[src/rtl/spi_pkg.sv]
// Shared definitions for the SPI datapath: state encoding, default sizes and
// the frame-length / frame-count saturation rules.
package spi_pkg;

  localparam int MAX_BITS_DEF = 32;
  localparam int CNT_W_DEF    = 6;
  localparam int FRM_W_DEF    = 8;

  typedef enum logic [1:0] {
    IDLE  = 2'd0,
    SHIFT = 2'd1,
    DONE  = 2'd2
  } state_t;

  // A zero or oversized length means "longest frame supported".
  function automatic logic [31:0] eff_len(input logic [31:0] len,
                                          input logic [31:0] max_bits);
    return (len == 32'd0 || len > max_bits) ? max_bits : len;
  endfunction

  function automatic logic [31:0] eff_frames(input logic [31:0] frames);
    return (frames == 32'd0) ? 32'd1 : frames;
  endfunction

endpackage

[src/rtl/spi_len_sat.sv]
// Combinational saturation of the requested frame length and frame count to
// the values the counter and the shift register actually use.
module spi_len_sat
  import spi_pkg::*;
#(
  parameter int MAX_BITS = MAX_BITS_DEF,
  parameter int CNT_W    = CNT_W_DEF,
  parameter int FRM_W    = FRM_W_DEF
) (
  input  logic [CNT_W-1:0] frame_len,
  input  logic [FRM_W-1:0] frames,
  output logic [CNT_W-1:0] len_eff,
  output logic [FRM_W-1:0] frm_eff
);

  assign len_eff = CNT_W'(eff_len(32'(frame_len), 32'(MAX_BITS)));
  assign frm_eff = FRM_W'(eff_frames(32'(frames)));

endmodule

[src/rtl/spi_frame_counter.sv]
// Bit/frame counter for SPI bursts: counts sampling edges into frames and
// frames into a burst, and produces the shift-register bit select.
module spi_frame_counter
  import spi_pkg::*;
#(
  parameter int MAX_BITS = MAX_BITS_DEF,
  parameter int CNT_W    = CNT_W_DEF,
  parameter int FRM_W    = FRM_W_DEF
) (
  input  logic             counter_s_clk,
  input  logic             rst_n,
  input  logic             clr,
  input  logic             en,
  input  logic             lsb_first,
  input  logic [CNT_W-1:0] frame_len,
  input  logic [FRM_W-1:0] frames,
  output logic [CNT_W-1:0] bit_cnt,
  output logic [CNT_W-1:0] bit_idx,
  output logic [FRM_W-1:0] frame_idx,
  output logic             frame_done,
  output logic             burst_done,
  output logic             busy
);

  state_t           state, state_n;
  logic [CNT_W-1:0] len_q, len_n, len_eff, use_len, prior, nxt, idx_len, bit_cnt_n;
  logic [FRM_W-1:0] frm_q, frm_n, frm_eff, use_frm, frame_idx_n;
  logic             frame_done_n, burst_done_n, count;

  spi_len_sat #(.MAX_BITS(MAX_BITS), .CNT_W(CNT_W), .FRM_W(FRM_W)) u_len_sat (
    .frame_len(frame_len),
    .frames   (frames),
    .len_eff  (len_eff),
    .frm_eff  (frm_eff)
  );

  // NOTE: state registers use non-blocking assignments so every flop samples
  // the pre-edge values of the others, regardless of statement order.
  always_ff @(posedge counter_s_clk or negedge rst_n) begin
    if (!rst_n) begin
      state      <= IDLE;
      bit_cnt    <= '0;
      frame_idx  <= '0;
      frame_done <= 1'b0;
      burst_done <= 1'b0;
      len_q      <= CNT_W'(MAX_BITS);
      frm_q      <= FRM_W'(1);
    end else begin
      state      <= state_n;
      bit_cnt    <= bit_cnt_n;
      frame_idx  <= frame_idx_n;
      frame_done <= frame_done_n;
      burst_done <= burst_done_n;
      len_q      <= len_n;
      frm_q      <= frm_n;
    end
  end

  // NOTE: every signal gets a default before any branch so this block can
  // never infer a latch.
  always_comb begin
    state_n      = state;
    bit_cnt_n    = bit_cnt;
    frame_idx_n  = frame_idx;
    frame_done_n = 1'b0;
    burst_done_n = burst_done;
    len_n        = len_q;
    frm_n        = frm_q;
    use_len      = len_q;
    use_frm      = frm_q;
    prior        = bit_cnt;
    nxt          = '0;
    count        = 1'b0;

    if (clr) begin
      state_n      = IDLE;
      bit_cnt_n    = '0;
      frame_idx_n  = '0;
      burst_done_n = 1'b0;
      len_n        = CNT_W'(MAX_BITS);
      frm_n        = FRM_W'(1);
    end else begin
      unique case (state)
        IDLE: begin
          // The burst geometry is captured here once and frozen until clr.
          if (en) begin
            count   = 1'b1;
            prior   = '0;
            use_len = len_eff;
            use_frm = frm_eff;
            len_n   = len_eff;
            frm_n   = frm_eff;
            state_n = SHIFT;
          end
        end
        SHIFT:   count = en;
        DONE:    ;
        default: state_n = IDLE;
      endcase

      if (count) begin
        nxt = prior + CNT_W'(1);
        if (nxt < use_len) begin
          bit_cnt_n = nxt;
        end else begin
          bit_cnt_n    = '0;
          frame_done_n = 1'b1;
          frame_idx_n  = frame_idx + FRM_W'(1);
          if (frame_idx_n == use_frm) begin
            state_n      = DONE;
            burst_done_n = 1'b1;
          end
        end
      end
    end
  end

  assign idx_len = (state == IDLE) ? len_eff : len_q;
  assign bit_idx = lsb_first ? bit_cnt : (idx_len - CNT_W'(1) - bit_cnt);
  assign busy    = (state == SHIFT);

endmodule

[config.mk]
export PLATFORM = sky130hd
export DESIGN_NAME = spi_frame_counter
export DESIGN_NICKNAME = d
export VERILOG_FILES = /design/src/rtl/spi_pkg.sv /design/src/rtl/spi_len_sat.sv /design/src/rtl/spi_frame_counter.sv
export SDC_FILE = /design/constraint.sdc
export NUM_CORES = 1
export LEC_CHECK = 0
export ABC_AREA = 0
export CORE_MARGIN = 8
export CORE_UTILIZATION = 35
export CTS_CLUSTER_DIAMETER = 40
export CTS_CLUSTER_SIZE = 24
export DETAILED_ROUTE_END_ITERATION = 12
export SETUP_SLACK_MARGIN = 0.5
export SLEW_MARGIN = 15
export SYNTH_ARGS = -nofsm -noshare
export SYNTH_HDL_FRONTEND = slang
export SYNTH_HIERARCHICAL = 1
export SYNTH_SLANG_ARGS = --single-unit
[constraint.sdc]
create_clock -name counter_s_clk -period 3.8 [get_ports counter_s_clk]
set_input_delay 0.38 -clock counter_s_clk [delete_from_list [all_inputs] [get_ports counter_s_clk]]
set_output_delay 0.38 -clock counter_s_clk [all_outputs]
set_load 0.01 [all_outputs]
# Word level (Yosys, flattened, before mapping)
# Index checks and enable logic that the tools add are counted.
dict set report totals {
  reg_bits 32
  inputBits 19
  out_inout_bits 23
  elab_cells 63
}
dict set report op_classes {
  n_addsub 4
  n_lt_le_gt_ge 2
  n_eq_ne 4
  n_mux 37
  n_reduce_logical 9
}
# cell n
set ops {}
lappend ops {{6-bit 2-to-1 mux} 13}
lappend ops {{8-bit 2-to-1 mux} 8}
lappend ops {{2-bit 2-to-1 mux} 5}
lappend ops {{1-bit 2-to-1 mux} 9}
lappend ops {{8-bit by 1-bit adder with 8-bit output, second input constant} 1}
lappend ops {{8-bit equality test} 1}
lappend ops {{8-bit zero test} 1}
lappend ops {{6-bit by 1-bit adder with 6-bit output, second input constant} 1}
lappend ops {{6-bit > comparator, second input constant} 1}
lappend ops {{6-bit zero test} 1}
lappend ops {{6-bit less-than comparator} 1}
lappend ops {{6-bit by 1-bit subtractor with 6-bit output, second input constant} 1}
lappend ops {{6-bit subtractor} 1}
lappend ops {{2-bit one-hot mux with 2 select lines} 1}
lappend ops {{2-bit nonzero test} 2}
lappend ops {{3-bit AND reduction} 1}
lappend ops {{2-bit by 1-bit equality test with 1-bit output, second input constant} 1}
lappend ops {{2-bit equality test, second input constant} 1}
lappend ops {{2-bit zero test} 1}
lappend ops {{2-bit inequality test, second input constant} 1}
lappend ops {{1-bit one-hot mux with 2 select lines} 1}
lappend ops {{2-bit AND reduction} 1}
lappend ops {{2-bit OR reduction} 1}
lappend ops {{1-bit logical OR} 1}

# Logic depth before layout (Yosys ltp)
# Gate-level depths: netlist of the first run.
dict set report depth {
  word_depth 10
  mapped_depth 15
  ltp_nobuf 15
}

# Hierarchy
# The synthesis of the first run kept the hierarchy.
# mod n_inst cells_per_inst area_each_um2
set modules_own_cells {}
lappend modules_own_cells {spi_frame_counter 1 214 2157.1}
lappend modules_own_cells {spi_len_sat 1 17 91.3}

# Worst setup path after synthesis of the first run
# Ideal clock, no wire load.
dict set report synth_timing {
  path_type {reg2reg}
  from {reg state[1]}
  to {reg state[0]}
  setup_ns 0.133
  arrival_time_ns 2.984
  t_required_ns 3.667
  path_slack_ns 0.683
  stages_incl_launch_ff 16
  path_cell_list {dfrtp_1 > nor3b_4 > buf_6 > buf_2 > nor2_1 > ha_1 > nand3_1 > xnor2_1 > nor2_1 > ha_1 > and4_1 > o221ai_2 > a31oi_4 > nor2b_1 > o2111ai_2 > nor3b_2}
}
dict set report synth_between {
  elab_chain_cells 8
}
# element line
set synth_rtl {}
lappend synth_rtl {{from (decl)} spi_frame_counter.sv:25} ;# state_t state, state_n;
lappend synth_rtl {{from (signal assigned)} spi_frame_counter.sv:49} ;# state <= state_n;
lappend synth_rtl {{2-bit zero test} spi_frame_counter.sv:83} ;# unique case (state)
lappend synth_rtl {{6-bit 2-to-1 mux or 8-bit 2-to-1 mux (tied branches)} spi_frame_counter.sv:83}
lappend synth_rtl {{6-bit 2-to-1 mux or 8-bit 2-to-1 mux (tied branches)} spi_frame_counter.sv:75} ;# if (clr) begin
lappend synth_rtl {{6-bit by 1-bit adder with 6-bit output or 8-bit equality test (tied branches)} {spi_frame_counter.sv:102, spi_frame_counter.sv:109}}
lappend synth_rtl {{6-bit less-than comparator or 2-bit 2-to-1 mux (tied branches)} {spi_frame_counter.sv:103, spi_frame_counter.sv:109}}
lappend synth_rtl {{2-bit 2-to-1 mux} spi_frame_counter.sv:103} ;# if (nxt < use_len) begin
lappend synth_rtl {{2-bit 2-to-1 mux *} spi_frame_counter.sv:101} ;# if (count) begin
lappend synth_rtl {{2-bit 2-to-1 mux *} spi_frame_counter.sv:75}
lappend synth_rtl {{named net state_n[0]} spi_frame_counter.sv:25}
# The timed path passes the listed nets; every way through them passes the cells marked *. The select of a mux whose other input is x is not followed.
# A chain may end at the register's enable or synchronous reset.

# Worst setup path in the final report of the first run
dict set report layout_timing {
  from {reg state[0]}
  to {out bit_idx[5]}
}
dict set report layout_between {
  elab_chain_cells 5
}
# element line
set layout_rtl {}
lappend layout_rtl {{2-bit zero test} spi_frame_counter.sv:118} ;# assign idx_len = (state == IDLE) ? len_eff : len_q;
lappend layout_rtl {{6-bit 2-to-1 mux} spi_frame_counter.sv:118}
lappend layout_rtl {{6-bit by 1-bit subtractor with 6-bit output} spi_frame_counter.sv:119} ;# assign bit_idx = lsb_first ? bit_cnt : (idx_len - CNT_W'(1) - bit_cnt);
lappend layout_rtl {{6-bit subtractor} spi_frame_counter.sv:119}
lappend layout_rtl {{6-bit 2-to-1 mux} spi_frame_counter.sv:119}
lappend layout_rtl {{to (decl)} spi_frame_counter.sv:18} ;# output logic [CNT_W-1:0] bit_idx,
# No other way between the ends.

==> impl_metrics.csv, run 1 <==
group,metric,value,unit
drt,drtIter0Drc,42,
yosys,yosys-top-cells-count,"30 x sky130_fd_sc_hd__dfrtp_1, 29 x sky130_fd_sc_hd__nor2_1, 14 x sky130_fd_sc_hd__mux2i_1, 13 x sky130_fd_sc_hd__nand2_1, 13 x sky130_fd_sc_hd__xor2_1",
sta,postLayoutSetupSlackWorst,0.664,ns
floorplanning,die_x,96.2,um
yosys,post-synth-top-area-fraction,33.4,%
global_routing,groute.usage.overall,12.1,%
run_status,outcome,"complete, no violations",
global_routing,grt_pass1_wl,8850,um
finish,filler_cell_count,634,
finish,layout-area-overhead-vs-synth,29.7,%
hold_path,holdCritPathClass,"primary input to register",
sta,rsz_0062_raised_after_global_routing,"no",
drt,drtPass1Iterations,4,
yosys,yosys-mux-area-fraction,9.85,%
sta,report.final.setup_viol,0,
clocking,ctsRootBufferMaster,"sky130_fd_sc_hd__clkbuf_8",
setup_path,worstSetupStartpointType,"register",
yosys,synth-async-reset-ratio,100,%
power,power.total,0.831,mW
sta,timing.setup.tns,0,ns
floorplanning,top_level_ports,42,
setup_path,critPathArrivalTime,2.76,ns
setup_path,worst_ep_required_time,3.42,ns
setup_path,worst_setup_path_end_kind,"output pin",
clocking,total_of_hold_buffers_inserted_after_clock_tree_synthesis,0,
placed_design,gp_routability_congestion,0.782,
yosys,synthCells,231,
clocking,h-tree-depth,2,
yosys,synth_adder_area_share,7.57,%
finish,post_layout_nonfiller_instances,352,
finish,area_occupied_by_multi_input_gates,1400,um2
global_routing,first_global_vias,1845,
finish,antenna_cells,0,
global_routing,grt_max_degree,33,
drt,remaining_drc_errors,0,
yosys,post-synth-top-count-cell,"sky130_fd_sc_hd__dfrtp_1",
yosys,yosys_warnings,6,
yosys,synth-xor-area-share,12.0,%
floorplanning,dieHeight,96.2,um
sta,final_hold_viol_count,0,
sta,max_freq,319,MHz
yosys,synth_top_family_by_area,"simple AND/OR/NAND/NOR gates",
drt,num_vias,1716,
job,max_cap_viol_count,0,
power,irDropWorstVdd,0.000208,V
floorplanning,initial_utilization,35.8,%
yosys,synth-main-ff-cell,"sky130_fd_sc_hd__dfrtp_1",
yosys,synthTopCellsByArea,"sky130_fd_sc_hd__dfrtp_1 33%, sky130_fd_sc_hd__ha_1 6.7%, sky130_fd_sc_hd__mux2i_1 6.2%",
floorplanning,rows,29,
clocking,clock_latency,0.28,ns
sta,min_period_over_period,82.5,%
yosys,synth.ff_latch_count,32,
floorplanning,floorplan_core_area,6280,um2
clocking,clock_tree.buffer_depth,2,
finish,seqCellArea,805,um2
placed_design,hpwl,3970,um
placed_design,count_of_port_buffers_added_during_placement,41,
yosys,total_nets_after_synthesis,263,
clocking,sinks_on_the_clock_net,32,
finish,postLayoutCoreUtil,46.4,%
global_routing,global_route.overflow_total,0,
drt,wl,5270,um
drt,avgRoutedWirePerCell,15.0,um
global_routing,antenna_found_initial,0,
yosys,mappedNetlistArea,2250,um2
yosys,syn_area_per_cell,9.73,um2
sta,final_max_slew_viol_count,0,
sta,hold_slack,0.473,ns
drt,drt.antenna.violating_nets,0,
yosys,yosys.area.top_type,"sky130_fd_sc_hd__dfrtp_1",
yosys,synth.lib_cells_used.distinct,46,
sta,finalCriticalPeriod,3.14,ns
floorplanning,floorplan.die_area,9240,um2
sta,clock_skew,0.00927,ns
yosys,synth_simple_gate_area_share,18.9,%
yosys,number_of_synthesized_flops_with_an_enable_pin,0,
setup_path,crit_path_max_fanout,4,
power,p_leak,1.30,nW
finish,layout-drive-gt1-share,15.6,%
placed_design,dp_worst_setup_slack,0.125,ns
sta,worst_slew_pin_tran,0.437,ns
yosys,synth.yosys.seq_area_share,35.7,%
placed_design,dp.cells,341,
clocking,cts_made_buffers,5,
clocking,tritoncts,"yes",
yosys,synth_compound_area_share,11.1,%
power,p_per_area,285,nW/um2
placed_design,post_dp_cell_area,2740,um2
finish,layout.cell_area.non_filler,2920,um2
sta,max_slew_margin,70.6,%
drt,vias_per_cell,4.88,
setup_path,critPathKind,"register to output pin",
clocking,path_clk_slew,0.06,ns
finish,num-nets-final,307,
repair_timing:
item | in CTS | in global routing
endpoints found under the setup margin | 2 | 12
pin swaps | 0 | 5
setup buffers | 0 | 4
gates resized for setup | 9 | 12
final cells by class:
type,instances,area share (%)
repair buffers,52,16.9
flip-flops and latches,32,27.6
multi-input cells,173,48.1
well taps,77,3.30
clock buffers,6,2.49
clock inverters,1,0.172
inverters,11,1.42
logic make-up after synthesis:
| family | Yosys count |
|---|---|
| multiplexers | 21 |
| adder cells (fa/ha/maj) | 13 |
| AO/OA/AOI/OAI | 31 |
| AND/OR/NAND/NOR | 82 |
| XOR/XNOR | 26 |
| flip-flops | 32 |
| buffers and inverters | 26 |
final timing paths:
path,startpoint,endpoint,slack (ns),depth (start not counted)
max in group asynchronous,rst_n,len_q[5]$_DFF_PN1_,2.97,2
max reg2reg,state[1]$_DFF_PN0_,state[0]$_DFF_PN0_,0.71,16
min,frame_len[5],len_q[0]$_DFF_PN0_,0.47,4
min in group asynchronous,rst_n,frame_idx[2]$_DFFE_PN0P_,0.50,2
max,state[0]$_DFF_PN0_,bit_idx[5],0.66,11
min reg2reg,burst_done$_DFFE_PN0P_,burst_done$_DFFE_PN0P_,0.52,2
worst max-delay path: stages (launching register included):
cell and delay [ns]:
sky130_fd_sc_hd__dfrtp_2 0.42, sky130_fd_sc_hd__nor2_4 0.17, sky130_fd_sc_hd__buf_4 0.13, sky130_fd_sc_hd__buf_4 0.12
sky130_fd_sc_hd__mux2_2 0.34, sky130_fd_sc_hd__ha_1 0.30, sky130_fd_sc_hd__inv_2 0.07, sky130_fd_sc_hd__nor2_1 0.04
sky130_fd_sc_hd__or3_1 0.32, sky130_fd_sc_hd__a221oi_2 0.26, sky130_fd_sc_hd__xor2_1 0.16, sky130_fd_sc_hd__buf_2 0.14
state kept, by name (all words and copies together) (netlist names):
signal	count
burst_done	1
len_q	6
bit_cnt	6
frame_done	1
frame_idx	8
state	2
frm_q	8
power by group:
group	internal (mW)	switching, mW	total (mW)
clock network	0.124	0.115	0.239
logic	0.118	0.109	0.227
registers	0.354	0.0109	0.365
total	0.596	0.234	0.831
routing by layer:
layer	vias to the layer above	GRT usage [%]	share of wire, %
met5	-	0	0
met4	0	3.07	0.51
met3	2	3.43	5.1
met2	28	19.9	48
met1	810	15.3	46
li1	876	-	-
cells in the final DEF, fill, tap and decap left out, types with 2 or more instances in the layout:
| cell type | netlist | final |
|---|---|---|
| sky130_fd_sc_hd__o21ai_0 | 5 | 5 |
| sky130_fd_sc_hd__clkbuf_8 | 0 | 5 |
| sky130_fd_sc_hd__inv_1 | 11 | 10 |
| sky130_fd_sc_hd__xnor3_1 | 2 | 2 |
| sky130_fd_sc_hd__nand2_1 | 13 | 13 |
| sky130_fd_sc_hd__dlymetal6s2s_1 | 0 | 2 |
| sky130_fd_sc_hd__dfrtp_1 | 30 | 29 |
| sky130_fd_sc_hd__nor2_1 | 29 | 28 |
| sky130_fd_sc_hd__xor2_1 | 13 | 13 |
| sky130_fd_sc_hd__nor2b_1 | 9 | 8 |
| sky130_fd_sc_hd__nand3_1 | 7 | 7 |
| sky130_fd_sc_hd__ha_1 | 12 | 10 |
| sky130_fd_sc_hd__dfstp_2 | 2 | 2 |
| sky130_fd_sc_hd__a21o_1 | 4 | 4 |
| sky130_fd_sc_hd__buf_4 | 0 | 11 |
| sky130_fd_sc_hd__mux2i_1 | 14 | 14 |
| sky130_fd_sc_hd__nor3_1 | 4 | 4 |
| sky130_fd_sc_hd__clkdlybuf4s50_1 | 0 | 38 |
| sky130_fd_sc_hd__a21oi_1 | 6 | 5 |
| sky130_fd_sc_hd__o21bai_1 | 2 | 2 |
| sky130_fd_sc_hd__and4_1 | 3 | 3 |
| sky130_fd_sc_hd__xnor2_1 | 10 | 10 |
| sky130_fd_sc_hd__nand2b_1 | 6 | 5 |
| sky130_fd_sc_hd__a22o_1 | 6 | 6 |
| sky130_fd_sc_hd__mux2_2 | 6 | 5 |
Power figures use the tool's default switching activity.
==> run 2, diff against run 1 <==
- clock period: 3.8 -> 3.15 ns (I/O delays scaled with it)
==> impl_metrics.csv, run 2 (same netlist as run 1, synthesis figures left out) <==
group,metric,value,unit
run_status,outcome,"complete, no violations",
clocking,ctsRootBufferMaster,"sky130_fd_sc_hd__clkbuf_8",
finish,commonest_cells_after_routing_fill_and_taps_aside,"34 x sky130_fd_sc_hd__clkdlybuf4s50_1, 32 x sky130_fd_sc_hd__buf_4, 30 x sky130_fd_sc_hd__dfrtp_1",
clocking,tritoncts,"yes",
global_routing,first_global_vias,1959,
placed_design,dp.cells,364,
power,internal_pwr_total,0.893,mW
sta,final_max_slew_viol_count,0,
finish,layout.cells.most_common,"sky130_fd_sc_hd__clkdlybuf4s50_1",
sta,postLayoutSetupSlackWorst,0.120,ns
setup_path,cpPeakStageDelay,0.42,ns
setup_path,critPathKind,"register to output pin",
finish,area_occupied_by_multi_input_gates,1550,um2
finish,postLayoutCoreUtil,53.6,%
drt,drt.antenna.violating_nets,0,
finish,layout-drive-gt1-share,34.3,%
power,p_per_area,361,nW/um2
sta,worst_slew_pin_tran,0.445,ns
power,irDropWorstVdd,0.000246,V
finish,seqCellArea,803,um2
setup_path,worstReg2RegEnd,"state[0]$_DFF_PN0_",
placed_design,post_dp_cell_area,2940,um2
drt,drtIter0Drc,54,
placed_design,gp_routability_congestion,0.766,
floorplanning,floorplan_core_area,6280,um2
setup_path,crit_path_max_fanout,3,
sta,finalCriticalPeriod,3.03,ns
clocking,clock_latency,0.28,ns
power,power.share.clock,35.5,%
setup_path,reg2regPathDepth,17,
global_routing,antenna_found_initial,0,
finish,filler_cell_count,581,
setup_path,timing.critical_path.cells,"nor2_4 > mux2_4 > ha_4 > a21o_1 > a21oi_2 > nor2_2 > or3_1 > a221oi_2 > xor2_1 > buf_2",
power,combinationalPowerShare,28.5,%
drt,avgRoutedWirePerCell,14.8,um
clocking,path_clk_slew,0.07,ns
global_routing,global_route.overflow_total,0,
clocking,sinks_on_the_clock_net,32,
finish,top_regs,"frame_idx (8), frm_q (8)",
sta,hold_slack,0.424,ns
drt,wl,5670,um
global_routing,grt_max_degree,33,
global_routing,groute.usage.overall,13.2,%
setup_path,worstSetupStartpointType,"register",
finish,antenna_cells,0,
clocking,clock_tree.buffer_depth,2,
floorplanning,rows,29,
drt,remaining_drc_errors,0,
job,max_cap_viol_count,0,
setup_path,critical_path.reg2reg.startpoint,"state[1]$_DFF_PN0_",
hold_path,holdCritPathClass,"primary input to asynchronous set/reset pin",
power,power.switching,0.321,mW
power,p_leak,1.52,nW
finish,layout-area-overhead-vs-synth,49.7,%
floorplanning,floorplan.die_area,9240,um2
setup_path,worstPathBufferInverterCount,1,
finish,num-nets-final,337,
sta,final_hold_viol_count,0,
drt,vias_per_cell,4.92,
placed_design,hpwl,4150,um
global_routing,grt_pass1_wl,9470,um
floorplanning,initial_utilization,35.8,%
sta,clock_skew,0.00431,ns
sta,min_period_over_period,96.2,%
setup_path,worst_ep_required_time,2.83,ns
sta,report.final.setup_viol,0,
sta,max_slew_margin,70.0,%
floorplanning,top_level_ports,42,
setup_path,critPathArrivalTime,2.72,ns
power,power.total,1.21,mW
setup_path,regToRegSetupSlack,0.15,ns
clocking,h-tree-depth,2,
sta,timing.setup.tns,0,ns
setup_path,crit_family,"compound AO/OA/AOI/OAI gates",
floorplanning,die_x,96.2,um
floorplanning,dieHeight,96.2,um
placed_design,count_of_port_buffers_added_during_placement,41,
setup_path,critical_path.slowest_cell,"sky130_fd_sc_hd__dfrtp_1",
power,netSwitchingFraction,26.4,%
finish,layout.cell_area.non_filler,3370,um2
finish,post_layout_nonfiller_instances,383,
placed_design,dp_worst_setup_slack,-0.337,ns
sta,rsz_0062_raised_after_global_routing,"yes",
sta,max_freq,330,MHz
power,power.share.sequential,36.0,%
clocking,cts_made_buffers,5,
drt,drtPass1Iterations,4,
clocking,total_of_hold_buffers_inserted_after_clock_tree_synthesis,0,
setup_path,worst_setup_path_end_kind,"output pin",
drt,num_vias,1886,
-- run 2: cell types whose count changed in the layout (fill, tap and decap cells not counted), moves of 4 or more --
cell,before,now
sky130_fd_sc_hd__nand2_1,13,9
sky130_fd_sc_hd__clkdlybuf4s50_1,38,34
sky130_fd_sc_hd__buf_2,1,5
sky130_fd_sc_hd__a21oi_2,1,5
sky130_fd_sc_hd__buf_4,11,32
sky130_fd_sc_hd__a21oi_1,5,1
sky130_fd_sc_hd__buf_6,0,6
-- run 2: worst max-delay path by stage --
stage / startpoint / end / slack [ns] / cells past startpoint
3_3_place_gp: frame_len[5] / bit_idx[5] / -0.32 / 11
3_5_place_dp: frame_len[5] / bit_idx[5] / -0.34 / 11
6_report: state[1]$_DFF_PN0_ / bit_idx[5] / 0.12 / 10
5_1_grt: state[1]$_DFF_PN0_ / state[0]$_DFF_PN0_ / -0.01 / 17
2_1_floorplan: state[0]$_DFF_PN0_ / state[0]$_DFF_PN0_ / 0.19 / 15
4_1_cts: state[0]$_DFF_PN0_ / bit_idx[5] / 0.11 / 11
-- run 2: power by group through the flow --
stage	combinational, mW	sequential (mW)	clock (mW)
2_1_floorplan	0.163	0.447	0
3_3_place_gp	0.295	0.443	0
3_5_place_dp	0.297	0.443	0
4_1_cts	0.325	0.437	0.444
5_1_grt	0.379	0.438	0.463
6_report	0.347	0.437	0.431
-- run 2: repair_timing --
action | 4_1_cts | 5_1_grt
endpoints found under the setup margin | 24 | 24
gates cloned | 0 | 0
buffers inserted | 8 | 3
pin swaps | 12 | 5
gates resized for setup | 54 | 20
-- run 2: worst register-to-register path: cells and delay by family (launching register included) --
family          cells  cell delay [ns]
simple gates        8             1.15
flops               1             0.42
xor+xnor            1             0.12
compound gates      3             0.44
buf+inv             3             0.28
fa+ha+maj           2             0.45
-- run 2: cell type report --
class / count / area share, %
inverter: 11 / 1.23
sequential: 32 / 23.9
tap: 77 / 2.86
timing repair buffer: 82 / 22.1
clock inverter: 1 / 0.892
multi-input combinational: 173 / 46.2
clock buffer: 7 / 2.86
-- run 2: per-layer routing --
metal | GRT usage, % | wire length (um) | up-vias
met2 | 22.2 | 2760 | 36
met3 | 3.35 | 311 | 9
li1 | - | - | 939
met4 | 4.99 | 95 | 0
met1 | 15.9 | 2510 | 902
met5 | 0 | 0 | -
==> run 3, diff against run 2 <==
- SYNTH_HIERARCHICAL: 1 -> not set
==> impl_metrics.csv, run 3 <==
group,metric,value,unit
floorplanning,floorplan.die_area,8880,um2
yosys,yosys-top-cells-count,"32 x sky130_fd_sc_hd__nor2_1, 30 x sky130_fd_sc_hd__dfrtp_1, 22 x sky130_fd_sc_hd__nand2_1, 15 x sky130_fd_sc_hd__a21oi_1, 14 x sky130_fd_sc_hd__o21ai_0",
global_routing,grt_util_met1,15.6,%
power,irDropWorstVdd,0.000203,V
yosys,yosys.area.top_type,"sky130_fd_sc_hd__dfrtp_1",
clocking,ctsRootBufferMaster,"sky130_fd_sc_hd__clkbuf_8",
sta,report.final.setup_viol,0,
sta,final_hold_viol_count,0,
yosys,synth.ff_latch_count,32,
global_routing,antenna_found_initial,0,
finish,layout-drive-gt1-share,28.0,%
clocking,clock_tree.buffer_depth,2,
floorplanning,rows,28,
finish,postLayoutCoreUtil,52.5,%
clocking,tritoncts,"yes",
global_routing,grt.busiest_layer,"met2",
drt,remaining_drc_errors,0,
floorplanning,floorplan_core_area,5920,um2
finish,layout-area-overhead-vs-synth,45.0,%
finish,top_regs,"frame_idx (8), frm_q (8)",
setup_path,timing.critical_path.cells,"clkdlybuf4s50_1 > or3b_4 > nand2_4 > inv_2 > ha_4 > nand3_2 > xnor2_2 > nor2_2 > ha_1 > nand4_1 > a311oi_2 > buf_4 > o21ai_4 > nor3_2 > o2111ai_2 > o211a_1",
clocking,sinks_on_the_clock_net,32,
finish,antenna_cells,0,
drt,num_vias,1899,
global_routing,grt_util_met3,3.28,%
setup_path,regToRegSetupSlack,0.21,ns
power,power.total,1.11,mW
drt,drtIter0Drc,85,
clocking,total_of_hold_buffers_inserted_after_clock_tree_synthesis,0,
sta,max_slew_margin,68.9,%
floorplanning,initial_utilization,36.2,%
setup_path,critPathArrivalTime,3.14,ns
sta,rsz_0062_raised_after_global_routing,"yes",
floorplanning,dieHeight,94.3,um
setup_path,worst_ep_required_time,3.32,ns
sta,finalCriticalPeriod,2.97,ns
global_routing,grt_pass1_wl,9070,um
yosys,synth-main-ff-cell,"sky130_fd_sc_hd__dfrtp_1",
setup_path,crit_path_max_fanout,6,
clocking,clock_latency,0.28,ns
sta,postLayoutSetupSlackWorst,0.185,ns
finish,num-nets-final,342,
drt,avgRoutedWirePerCell,14.3,um
clocking,path_clk_slew,0.07,ns
drt,vias_per_cell,4.92,
global_routing,groute.usage.overall,13.0,%
clocking,cts_made_buffers,5,
setup_path,cpPeakStageDelay,0.49,ns
global_routing,first_global_vias,1935,
global_routing,grt_use_met2,22.2,%
sta,hold_slack,0.436,ns
setup_path,worstSetupStartpointType,"primary input",
yosys,synthTopCellsByArea,"sky130_fd_sc_hd__dfrtp_1 35%, sky130_fd_sc_hd__ha_1 7.0%, sky130_fd_sc_hd__nor2_1 5.6%",
setup_path,worst_setup_path_end_kind,"register",
drt,drtPass1Iterations,4,
sta,max_freq,337,MHz
yosys,synth.lib_cells_used.distinct,43,
setup_path,critical_path.slowest_cell,"sky130_fd_sc_hd__clkdlybuf4s50_1",
yosys,mappedNetlistArea,2140,um2
sta,min_period_over_period,94.1,%
floorplanning,die_x,94.3,um
yosys,synth-async-reset-ratio,100,%
global_routing,global_route.overflow_total,0,
drt,drt.antenna.violating_nets,0,
floorplanning,top_level_ports,42,
sta,final_max_slew_viol_count,0,
finish,commonest_cells_after_routing_fill_and_taps_aside,"36 x sky130_fd_sc_hd__clkdlybuf4s50_1, 32 x sky130_fd_sc_hd__buf_4, 30 x sky130_fd_sc_hd__dfrtp_1",
drt,wl,5520,um
placed_design,post_dp_cell_area,2820,um2
placed_design,dp_worst_setup_slack,-0.245,ns
run_status,outcome,"complete, no violations",
hold_path,holdCritPathClass,"primary input to asynchronous set/reset pin",
yosys,total_nets_after_synthesis,264,
placed_design,gp_routability_congestion,0.806,
yosys,synth.yosys.seq_area_share,37.5,%
yosys,post-synth-top-count-cell,"sky130_fd_sc_hd__nor2_1",
finish,layout.cells.most_common,"sky130_fd_sc_hd__clkdlybuf4s50_1",
setup_path,critPathKind,"primary input to register",
yosys,yosys_warnings,0,
yosys,post-synth-top-area-fraction,35.0,%
power,p_per_area,357,nW/um2
power,p_leak,1.40,nW
yosys,syn_area_per_cell,9.24,um2
finish,layout.cell_area.non_filler,3110,um2
clocking,h-tree-depth,2,
sta,clock_skew,0.00721,ns
placed_design,hpwl,4160,um
yosys,synthCells,232,
placed_design,count_of_port_buffers_added_during_placement,41,
global_routing,grt_max_degree,33,
yosys,number_of_synthesized_flops_with_an_enable_pin,0,
sta,worst_slew_pin_tran,0.465,ns
job,max_cap_viol_count,0,
[run 3: changes by cell type after synthesis, moves of 4 or more]
cell,change
sky130_fd_sc_hd__a21oi_1,+9
sky130_fd_sc_hd__nand2_1,+9
sky130_fd_sc_hd__o21ai_0,+9
sky130_fd_sc_hd__mux2i_1,-8
sky130_fd_sc_hd__nor2b_1,-8
sky130_fd_sc_hd__clkbuf_1,-7
sky130_fd_sc_hd__xor2_1,-6
sky130_fd_sc_hd__mux2_2,-4
[run 3: path summary, 6_finish.rpt]
path / depth (start not counted) / from / end
max: 16 / en / state[0]$_DFF_PN0_
max in group asynchronous: 2 / rst_n / len_q[5]$_DFF_PN1_
min: 2 / rst_n / bit_cnt[1]$_DFFE_PN0P_
min in group counter_s_clk: 2 / burst_done$_DFFE_PN0P_ / burst_done$_DFFE_PN0P_
min reg2reg: 2 / burst_done$_DFFE_PN0P_ / burst_done$_DFFE_PN0P_
max reg2reg: 16 / state[1]$_DFF_PN0_ / state[0]$_DFF_PN0_
[run 3: cells by family after synthesis]
| kind of cell | count (synthesis) | synth area share (%) |
|---|---|---|
| flops | 32 | 37.5 |
| buf+inv | 18 | 3.85 |
| simple gates | 88 | 19.2 |
| xor+xnor | 22 | 10.3 |
| mux | 10 | 5.95 |
| fa+ha+maj | 13 | 7.94 |
| compound gates | 49 | 15.2 |
[run 3: what timing repair did]
item / CTS / global route
setup buffers: 7 / 7
hold endpoints to repair: 0 / 0
endpoints found under the setup margin: 24 / 23
pin swaps: 18 / 13
gates cloned: 0 / 0
gates resized for setup: 26 / 24
[run 3: metal layers]
metal,up-vias,share of wire [%]
met5,-,0
met4,0,1.1
met3,7,5.1
met2,39,49
met1,893,45
li1,960,-
[run 3: final cells by class]
cell class                      count  area [um2]
Inverter                           11        41.3
Tap cell                           75        93.8
Clock inverter                      2        10.0
Timing Repair Buffer               78         682
Sequential cell                    32         803
Multi-Input combinational cell    182        1390
Clock buffer                        6        82.6
Fill cell                         553        2810
[run 3: critical path: cells and delay by family]
kind / cells / cell delay, ns
buffers and inverters: 3 / 0.71
xor gates and xnor gates: 1 / 0.12
and+or+nand+nor: 6 / 0.85
adders and majority gates: 2 / 0.44
AOI/OAI and AO/OA: 4 / 0.69
[run 3: stage by stage]
step                std cells  setup TNS, ns
finish                    386              0
global route              386              0
CTS                       379              0
detailed placement        364          -2.29
global placement          364          -1.94
floorplan                 232              0
[run 3: power breakdown]
| group | switching [mW] | internal, mW | leakage [nW] |
|---|---|---|---|
| logic | 0.165 | 0.178 | 0.922 |
| registers | 0.0110 | 0.429 | 0.432 |
| clock network | 0.152 | 0.174 | 0.0510 |
